<file path="src/rtl/uart_tx_arbiter_if.sv">
// Requester-side and uart_tx-side signals of the shared-transmitter arbiter.
// The slave modport is the arbiter itself. The master modport is the requesters plus uart_tx.
interface uart_tx_arbiter_if #(
    parameter int N_REQ  = 4,
    parameter int DATA_W = 8
);
    localparam int ID_W = (N_REQ > 1) ? $clog2(N_REQ) : 1;

    logic [N_REQ-1:0]        req;
    logic [N_REQ*DATA_W-1:0] req_data;
    logic [N_REQ-1:0]        req_last;
    logic [N_REQ-1:0]        req_ack;
    logic [ID_W-1:0]         grant_id;
    logic [DATA_W-1:0]       uart_data;
    logic                    uart_start;
    logic                    uart_busy;
    logic                    active;
    logic                    err_timeout;

    modport slave (
        input  req, req_data, req_last, uart_busy,
        output req_ack, grant_id, uart_data, uart_start, active, err_timeout
    );

    modport master (
        output req, req_data, req_last, uart_busy,
        input  req_ack, grant_id, uart_data, uart_start, active, err_timeout
    );
endinterface

</file>
<file path="src/rtl/uart_tx_arbiter.sv">
// Round-robin scheduler sharing one uart_tx among N_REQ byte requesters.
// A requester can lock the transmitter across a multi-byte message.
module uart_tx_arbiter #(
    parameter int N_REQ        = 4,
    parameter int DATA_W       = 8,
    parameter int BUSY_TIMEOUT = 4
) (
    input  logic            clk,
    input  logic            rst,
    uart_tx_arbiter_if.slave bus
);
    localparam int ID_W  = (N_REQ > 1) ? $clog2(N_REQ) : 1;
    localparam int CNT_W = $clog2(BUSY_TIMEOUT + 1);

    typedef enum logic [1:0] {IDLE, START, WAIT_BUSY, WAIT_DONE} state_t;

    state_t             r_state;
    logic [N_REQ-1:0]   r_req_ack;
    logic [ID_W-1:0]    r_rr;
    logic [DATA_W-1:0]  r_uart_data;
    logic               r_uart_start;
    logic               r_lock;
    logic               r_err_timeout;
    logic [CNT_W-1:0]   r_cnt;

    logic [DATA_W-1:0]  w_bytes [N_REQ];
    logic               w_hold;
    logic               w_found;
    logic [ID_W-1:0]    w_win;
    logic [ID_W-1:0]    w_idx;

    for (genvar gi = 0; gi < N_REQ; gi++) begin : g_bytes
        assign w_bytes[gi] = bus.req_data[gi*DATA_W +: DATA_W];
    end

    // The round-robin pointer, the reported grant and the lock owner are always
    // the last winner, so a single register serves all three.
    always_comb begin
        w_hold  = r_lock && bus.req[r_rr];
        w_found = 1'b0;
        w_win   = r_rr;
        w_idx   = r_rr;
        for (int k = 1; k <= N_REQ; k++) begin
            w_idx = ID_W'((int'(r_rr) + k) % N_REQ);
            if (!w_found && bus.req[w_idx]) begin
                w_found = 1'b1;
                w_win   = w_idx;
            end
        end
        if (w_hold) begin
            w_found = 1'b1;
            w_win   = r_rr;
        end
    end

    always_ff @(posedge clk or negedge rst) begin
        if (!rst) begin
            r_state       <= IDLE;
            r_req_ack     <= '0;
            r_rr          <= '0;
            r_uart_data   <= '0;
            r_uart_start  <= 1'b0;
            r_lock        <= 1'b0;
            r_err_timeout <= 1'b0;
            r_cnt         <= '0;
        end else begin
            r_req_ack     <= '0;
            r_uart_start  <= 1'b0;
            r_err_timeout <= 1'b0;
            case (r_state)
                IDLE: begin
                    // An absent lock owner loses its lock implicitly: the search
                    // result already ignores it and the lock is rewritten here.
                    if (!bus.uart_busy && w_found) begin
                        r_uart_data <= w_bytes[w_win];
                        r_req_ack   <= N_REQ'(1) << w_win;
                        r_rr        <= w_win;
                        r_lock      <= ~bus.req_last[w_win];
                        r_state     <= START;
                    end
                end
                START: begin
                    r_uart_start <= 1'b1;
                    r_cnt        <= '0;
                    r_state      <= WAIT_BUSY;
                end
                WAIT_BUSY: begin
                    if (bus.uart_busy) begin
                        r_state <= WAIT_DONE;
                    end else if (r_cnt == CNT_W'(BUSY_TIMEOUT - 1)) begin
                        r_err_timeout <= 1'b1;
                        r_lock        <= 1'b0;
                        r_state       <= IDLE;
                    end else begin
                        r_cnt <= r_cnt + 1'b1;
                    end
                end
                WAIT_DONE: begin
                    if (!bus.uart_busy) begin
                        r_state <= IDLE;
                    end
                end
                default: r_state <= IDLE;
            endcase
        end
    end

    assign bus.req_ack     = r_req_ack;
    assign bus.grant_id    = r_rr;
    assign bus.uart_data   = r_uart_data;
    assign bus.uart_start  = r_uart_start;
    assign bus.active      = (r_state != IDLE);
    assign bus.err_timeout = r_err_timeout;
endmodule

</file>
<file path="src/flat_wrapper.sv">
// flat-port wrapper written by rule: the top's interface ports become plain ports
module uart_tx_arbiter_flat 
#(
    parameter int N_REQ        = 4,
    parameter int DATA_W       = 8,
    parameter int BUSY_TIMEOUT = 4
)
  (clk, rst, bus_req, bus_req_data, bus_req_last, bus_uart_busy, bus_req_ack, bus_grant_id, bus_uart_data, bus_uart_start, bus_active, bus_err_timeout);
  uart_tx_arbiter_if #(.N_REQ(N_REQ), .DATA_W(DATA_W)) bus_i ();
  input  logic clk;
  input  logic rst;
  input wire logic [$bits(bus_i.req)-1:0] bus_req;
  input wire logic [$bits(bus_i.req_data)-1:0] bus_req_data;
  input wire logic [$bits(bus_i.req_last)-1:0] bus_req_last;
  input wire logic [$bits(bus_i.uart_busy)-1:0] bus_uart_busy;
  output wire logic [$bits(bus_i.req_ack)-1:0] bus_req_ack;
  output wire logic [$bits(bus_i.grant_id)-1:0] bus_grant_id;
  output wire logic [$bits(bus_i.uart_data)-1:0] bus_uart_data;
  output wire logic [$bits(bus_i.uart_start)-1:0] bus_uart_start;
  output wire logic [$bits(bus_i.active)-1:0] bus_active;
  output wire logic [$bits(bus_i.err_timeout)-1:0] bus_err_timeout;
  assign bus_i.req = bus_req;
  assign bus_i.req_data = bus_req_data;
  assign bus_i.req_last = bus_req_last;
  assign bus_i.uart_busy = bus_uart_busy;
  assign bus_req_ack = bus_i.req_ack;
  assign bus_grant_id = bus_i.grant_id;
  assign bus_uart_data = bus_i.uart_data;
  assign bus_uart_start = bus_i.uart_start;
  assign bus_active = bus_i.active;
  assign bus_err_timeout = bus_i.err_timeout;
  uart_tx_arbiter #(.N_REQ(N_REQ), .DATA_W(DATA_W), .BUSY_TIMEOUT(BUSY_TIMEOUT)) u_core (.clk(clk), .rst(rst), .bus(bus_i));
endmodule
</file>
<file path="config.mk">
export PLATFORM = sky130hd
export DESIGN_NAME = uart_tx_arbiter_flat
export DESIGN_NICKNAME = d
export VERILOG_FILES = /design/src/rtl/uart_tx_arbiter_if.sv /design/src/rtl/uart_tx_arbiter.sv /design/src/flat_wrapper.sv
export SDC_FILE = /design/constraint.sdc
export NUM_CORES = 1
export LEC_CHECK = 0
export ABC_AREA = 1
export CAP_MARGIN = 20
export CORE_MARGIN = 4
export CORE_UTILIZATION = 45
export CTS_BUF_LIST = sky130_fd_sc_hd__clkbuf_16
export DETAILED_ROUTE_END_ITERATION = 8
export PLACE_DENSITY = 0.87
export SETUP_SLACK_MARGIN = 0.5
export SYNTH_ARGS = -nofsm -noshare
export SYNTH_HDL_FRONTEND = slang
export SYNTH_SLANG_ARGS = --single-unit
</file>
<file path="constraint.sdc">
create_clock -name clk -period 2.1 [get_ports clk]
set_input_delay 0.42 -clock clk [delete_from_list [all_inputs] [get_ports clk]]
set_output_delay 0.42 -clock clk [all_outputs]
set_load 0.02 [all_outputs]
</file>
==> impl_metrics.py <==
metrics = {
    "worst_setup_path": {
        "cp.required_ns": 2.24,
        "r2r-start": "u_core.bus.grant_id[0]",
        "critPathTopFamily": "simple AND/OR/NAND/NOR gates",
        "slowest_stage": "dfrtp_2",
        "crit_fanout": 8,
        "crit_chain": "nand2_1, nand2_2, nand2_2, nand2_2, nand2_4, nand2_4, nand2_4, nand2_4, nand2_8, buf_12, nand2_1, nand2_1, nand2_1, nand2_1, nand2_1, nand2_1",
        "rrSetupSlack_ns": -0.03,
        "r2r_end": "u_core.bus.uart_data[7]",
        "cpPeakStageDelay_ns": 0.54,
        "critPathBufInv": 1,
        "critPathArrivalTime_ns": 2.27,
        "reg2regPathDepth": 16,
        "crit_path_end_kind": "flop",
        "critical_path.endpoint": "u_core.bus.uart_data[7]",
        "worstSetupStartpointType": "flop",
        "worst-path-stages": 16,
        "crit_type": "reg2reg",
        "cp-startpoint": "u_core.bus.grant_id[0]",
        "crit_top_cell": "nand2_1",
    },
    "cts": {
        "cts_max_path_buffers": 2,
        "cts_tree": "built",
        "cts_buffers": 3,
        "cts_root_buf": "clkbuf_16",
        "clk_latency_ns": 0.26,
        "cts.sinks": 22,
        "htreeDepth": 1,
        "cts_hold_buf": 0,
        "path_clk_slew_ns": 0.06,
    },
    "yosys": {
        "synthTopCellsByCount": "nand2_1, nor2_1, dfrtp_1",
        "async_reset_ff_share_pct": 100,
        "ys.flop_type": "dfrtp_1",
        "synth_top_cell_area_share_pct": 33.1,
        "synth_most_common_cell": "nand2_1",
        "ys_ff_latch": 22,
        "syn_inst": 239,
        "synth_enable_flop_cells": 0,
        "netlist.top_cell.by_area": "dfrtp_1",
        "seq_area_frac_synth_pct": 33.1,
        "synth_nets": 284,
        "yosys_warnings": 0,
        "syn_area_per_cell_um2": 6.96,
        "syn_area_mm2": 0.00166,
        "ys_types": 25,
        "synthTopCellsByArea": "dfrtp_1, nand2_1, nand2_2, nand3_2, nand3_1",
    },
    "cells_and_area": {
        "instances_no_fill": 378,
        "nNetsFinal": 378,
        "antenna_cells": 0,
        "drive_gt1_share_pct": 40.4,
        "fill_cells": 177,
        "final_area_mm2": 0.00296,
        "area_growth_pct": 77.6,
    },
    "power": {
        "swShare_pct": 52.1,
        "internal-power_uw": 3030,
        "power_frac_clock_pct": 6.6,
        "switchingPower_uw": 3290,
        "power.density_mw_per_mm2": 2140,
        "leakage_uw": 0.00150,
        "ir_drop_uv": 1260,
        "pwr-share-seq_pct": 12.7,
        "pwr-share-comb_pct": 80.7,
    },
    "placed_design": {
        "io_buffers": 59,
        "gp_congestion": 0.867,
        "place_inst": 348,
        "hpwl_um": 3510,
        "pre_cts_slack_ns": -0.205,
        "postPlaceCellArea_mm2": 0.00234,
    },
    "sta": {
        "rsz0062_at_grt": "true",
        "holdWs_ns": 0.507,
        "fin_crit_ns": 2.13,
        "tns_ns": -0.0269,
        "worst_slack_ns": -0.0269,
        "max_slew_margin_pct": 79.4,
        "post-route-period-util_pct": 101,
        "setup_viol": 1,
        "hold_violations": 0,
        "fin_skew_ns": 0.00297,
        "drv_slew": 0,
        "tightest_slew_ns": 0.306,
        "max_freq_mhz": 470,
    },
    "outcome": {
        "status": "complete, but fails checks",
        "violations": "negative setup slack",
    },
    "floorplan": {
        "die_area_mm2": 0.00473,
        "dieWidth_um": 68.8,
        "fp-row-count": 21,
        "num_io_pins": 60,
        "fp.dieH_um": 68.8,
        "core_area_mm2": 0.00344,
        "initial_core_util_pct": 48.3,
    },
    "route": {
        "drtIter0Drc": 208,
        "drt_wl_total_um": 7370,
        "viasPerCell": 5.63,
        "vias": 2130,
        "post_drt_wl_per_cell_um": 19.5,
        "drtPass1Iterations": 4,
        "ant_nets": 0,
        "drc_errors": 0,
    },
    "grt": {
        "grt_use_total_pct": 26.2,
        "grt_pass1_wl_um": 9070,
        "antenna_found_initial": 0,
        "grt_overflow": 0,
        "grt_max_degree": 23,
        "grt_pass1_vias": 1953,
    },
    "run": {
        "drv_cap": 0,
    },
    "worst_hold_path": {
        "hp-class": "in2async",
    },
}
## logic make-up after synthesis
| kind of cell | Yosys count | synth area share (%) |
|---|---|---|
| compound gates | 16 | 5.34 |
| fa+ha+maj | 2 | 1.50 |
| buf+inv | 25 | 10.1 |
| flops | 22 | 33.1 |
| simple gates | 174 | 50.0 |
## worst reg2reg max path, cell delays in order, from the launching register on
cell	delay (ns)
dfrtp_2	0.54
nand2_1	0.16
nand2_2	0.15
nand2_2	0.07
nand2_2	0.09
nand2_4	0.07
nand2_4	0.10
nand2_4	0.06
nand2_4	0.11
nand2_8	0.09
buf_12	0.15
nand2_1	0.05
nand2_1	0.06
nand2_1	0.09
nand2_1	0.08
nand2_1	0.08
nand2_1	0.07
## routing by layer
layer	track usage [%]	vias to the layer above	part of all wire [%]
li1	-	947	-
met4	14.8	0	6.1
met5	0	-	0
met2	44.2	144	49
met3	3.24	44	7.3
met1	32.2	995	38
## stage by stage
stage          utilization [%]  total power [uW]
5_1_grt                   85.9              6650
4_1_cts                   76.7              4970
3_3_place_gp              68.1              3880
6_report                  85.9              6320
3_5_place_dp              68.1              3950
2_1_floorplan                -              3080
## power groups by stage
stage / registers [uW] / clock network [uW] / logic (uW)
after detailed placement: 796 / 0 / 3160
after CTS: 773 / 398 / 3800
after floorplan: 880 / 0 / 2200
after global routing: 815 / 429 / 5400
final: 804 / 414 / 5100
after global placement: 790 / 0 / 3100
## area by class of cell
class	instances	area (um2)	area share, %
clock buffers	3	75.1	2.54
clock inverters	1	3.75	0.127
inverters	16	80.1	2.71
multi-input cells	192	1200	40.6
flip-flops and latches	22	553	18.7
well taps	46	57.6	1.95
repair buffers	97	980	33.1
repair inverters	1	6.26	0.212
## worst min-delay path by stage
stage                     from                     end  slack (ns)  cells past startpoint
2_1_floorplan              rst  u_core.bus.err_timeout        0.12                      0
3_3_place_gp   u_core.r_cnt[2]         u_core.r_cnt[2]        0.48                      2
3_5_place_dp   u_core.r_cnt[2]         u_core.r_cnt[2]        0.48                      2
4_1_cts                    rst   u_core.bus.req_ack[1]        0.51                      2
5_1_grt                    rst   u_core.bus.req_ack[1]        0.54                      2
6_report                   rst   u_core.bus.req_ack[0]        0.51                      2
## repair_timing
item | 4_1_cts | 5_1_grt
gates resized for setup | 62 | 52
setup endpoints to repair | 33 | 22
pin swaps | 6 | 30
gates cloned | 1 | 3
setup buffers | 13 | 9
## state kept, by name, indices dropped and copies added, names as in the netlist
| register | flops |
|---|---|
| u_core.bus.err_timeout | 1 |
| u_core.bus.grant_id | 2 |
| u_core.bus.req_ack | 4 |
| u_core.bus.uart_data | 8 |
| u_core.bus.uart_start | 1 |
| u_core.r_cnt | 3 |
| u_core.r_lock | 1 |
| u_core.r_state | 2 |
## cells in the final DEF, fill, tap and decap left out, types with 5 or more instances in the layout
| cell | instances |
|---|---|
| nand2_2 | 30 |
| nand3_2 | 16 |
| buf_4 | 25 |
| nand3_1 | 14 |
| dlygate4sd2_1 | 18 |
| nand2_1 | 64 |
| buf_6 | 7 |
| nor2_2 | 8 |
| nor2_1 | 16 |
| inv_1 | 10 |
| clkbuf_16 | 5 |
| nand2_4 | 13 |
| clkdlybuf4s50_1 | 38 |
| dfrtp_1 | 20 |
Note: power is estimated with default switching activity, not from simulation.
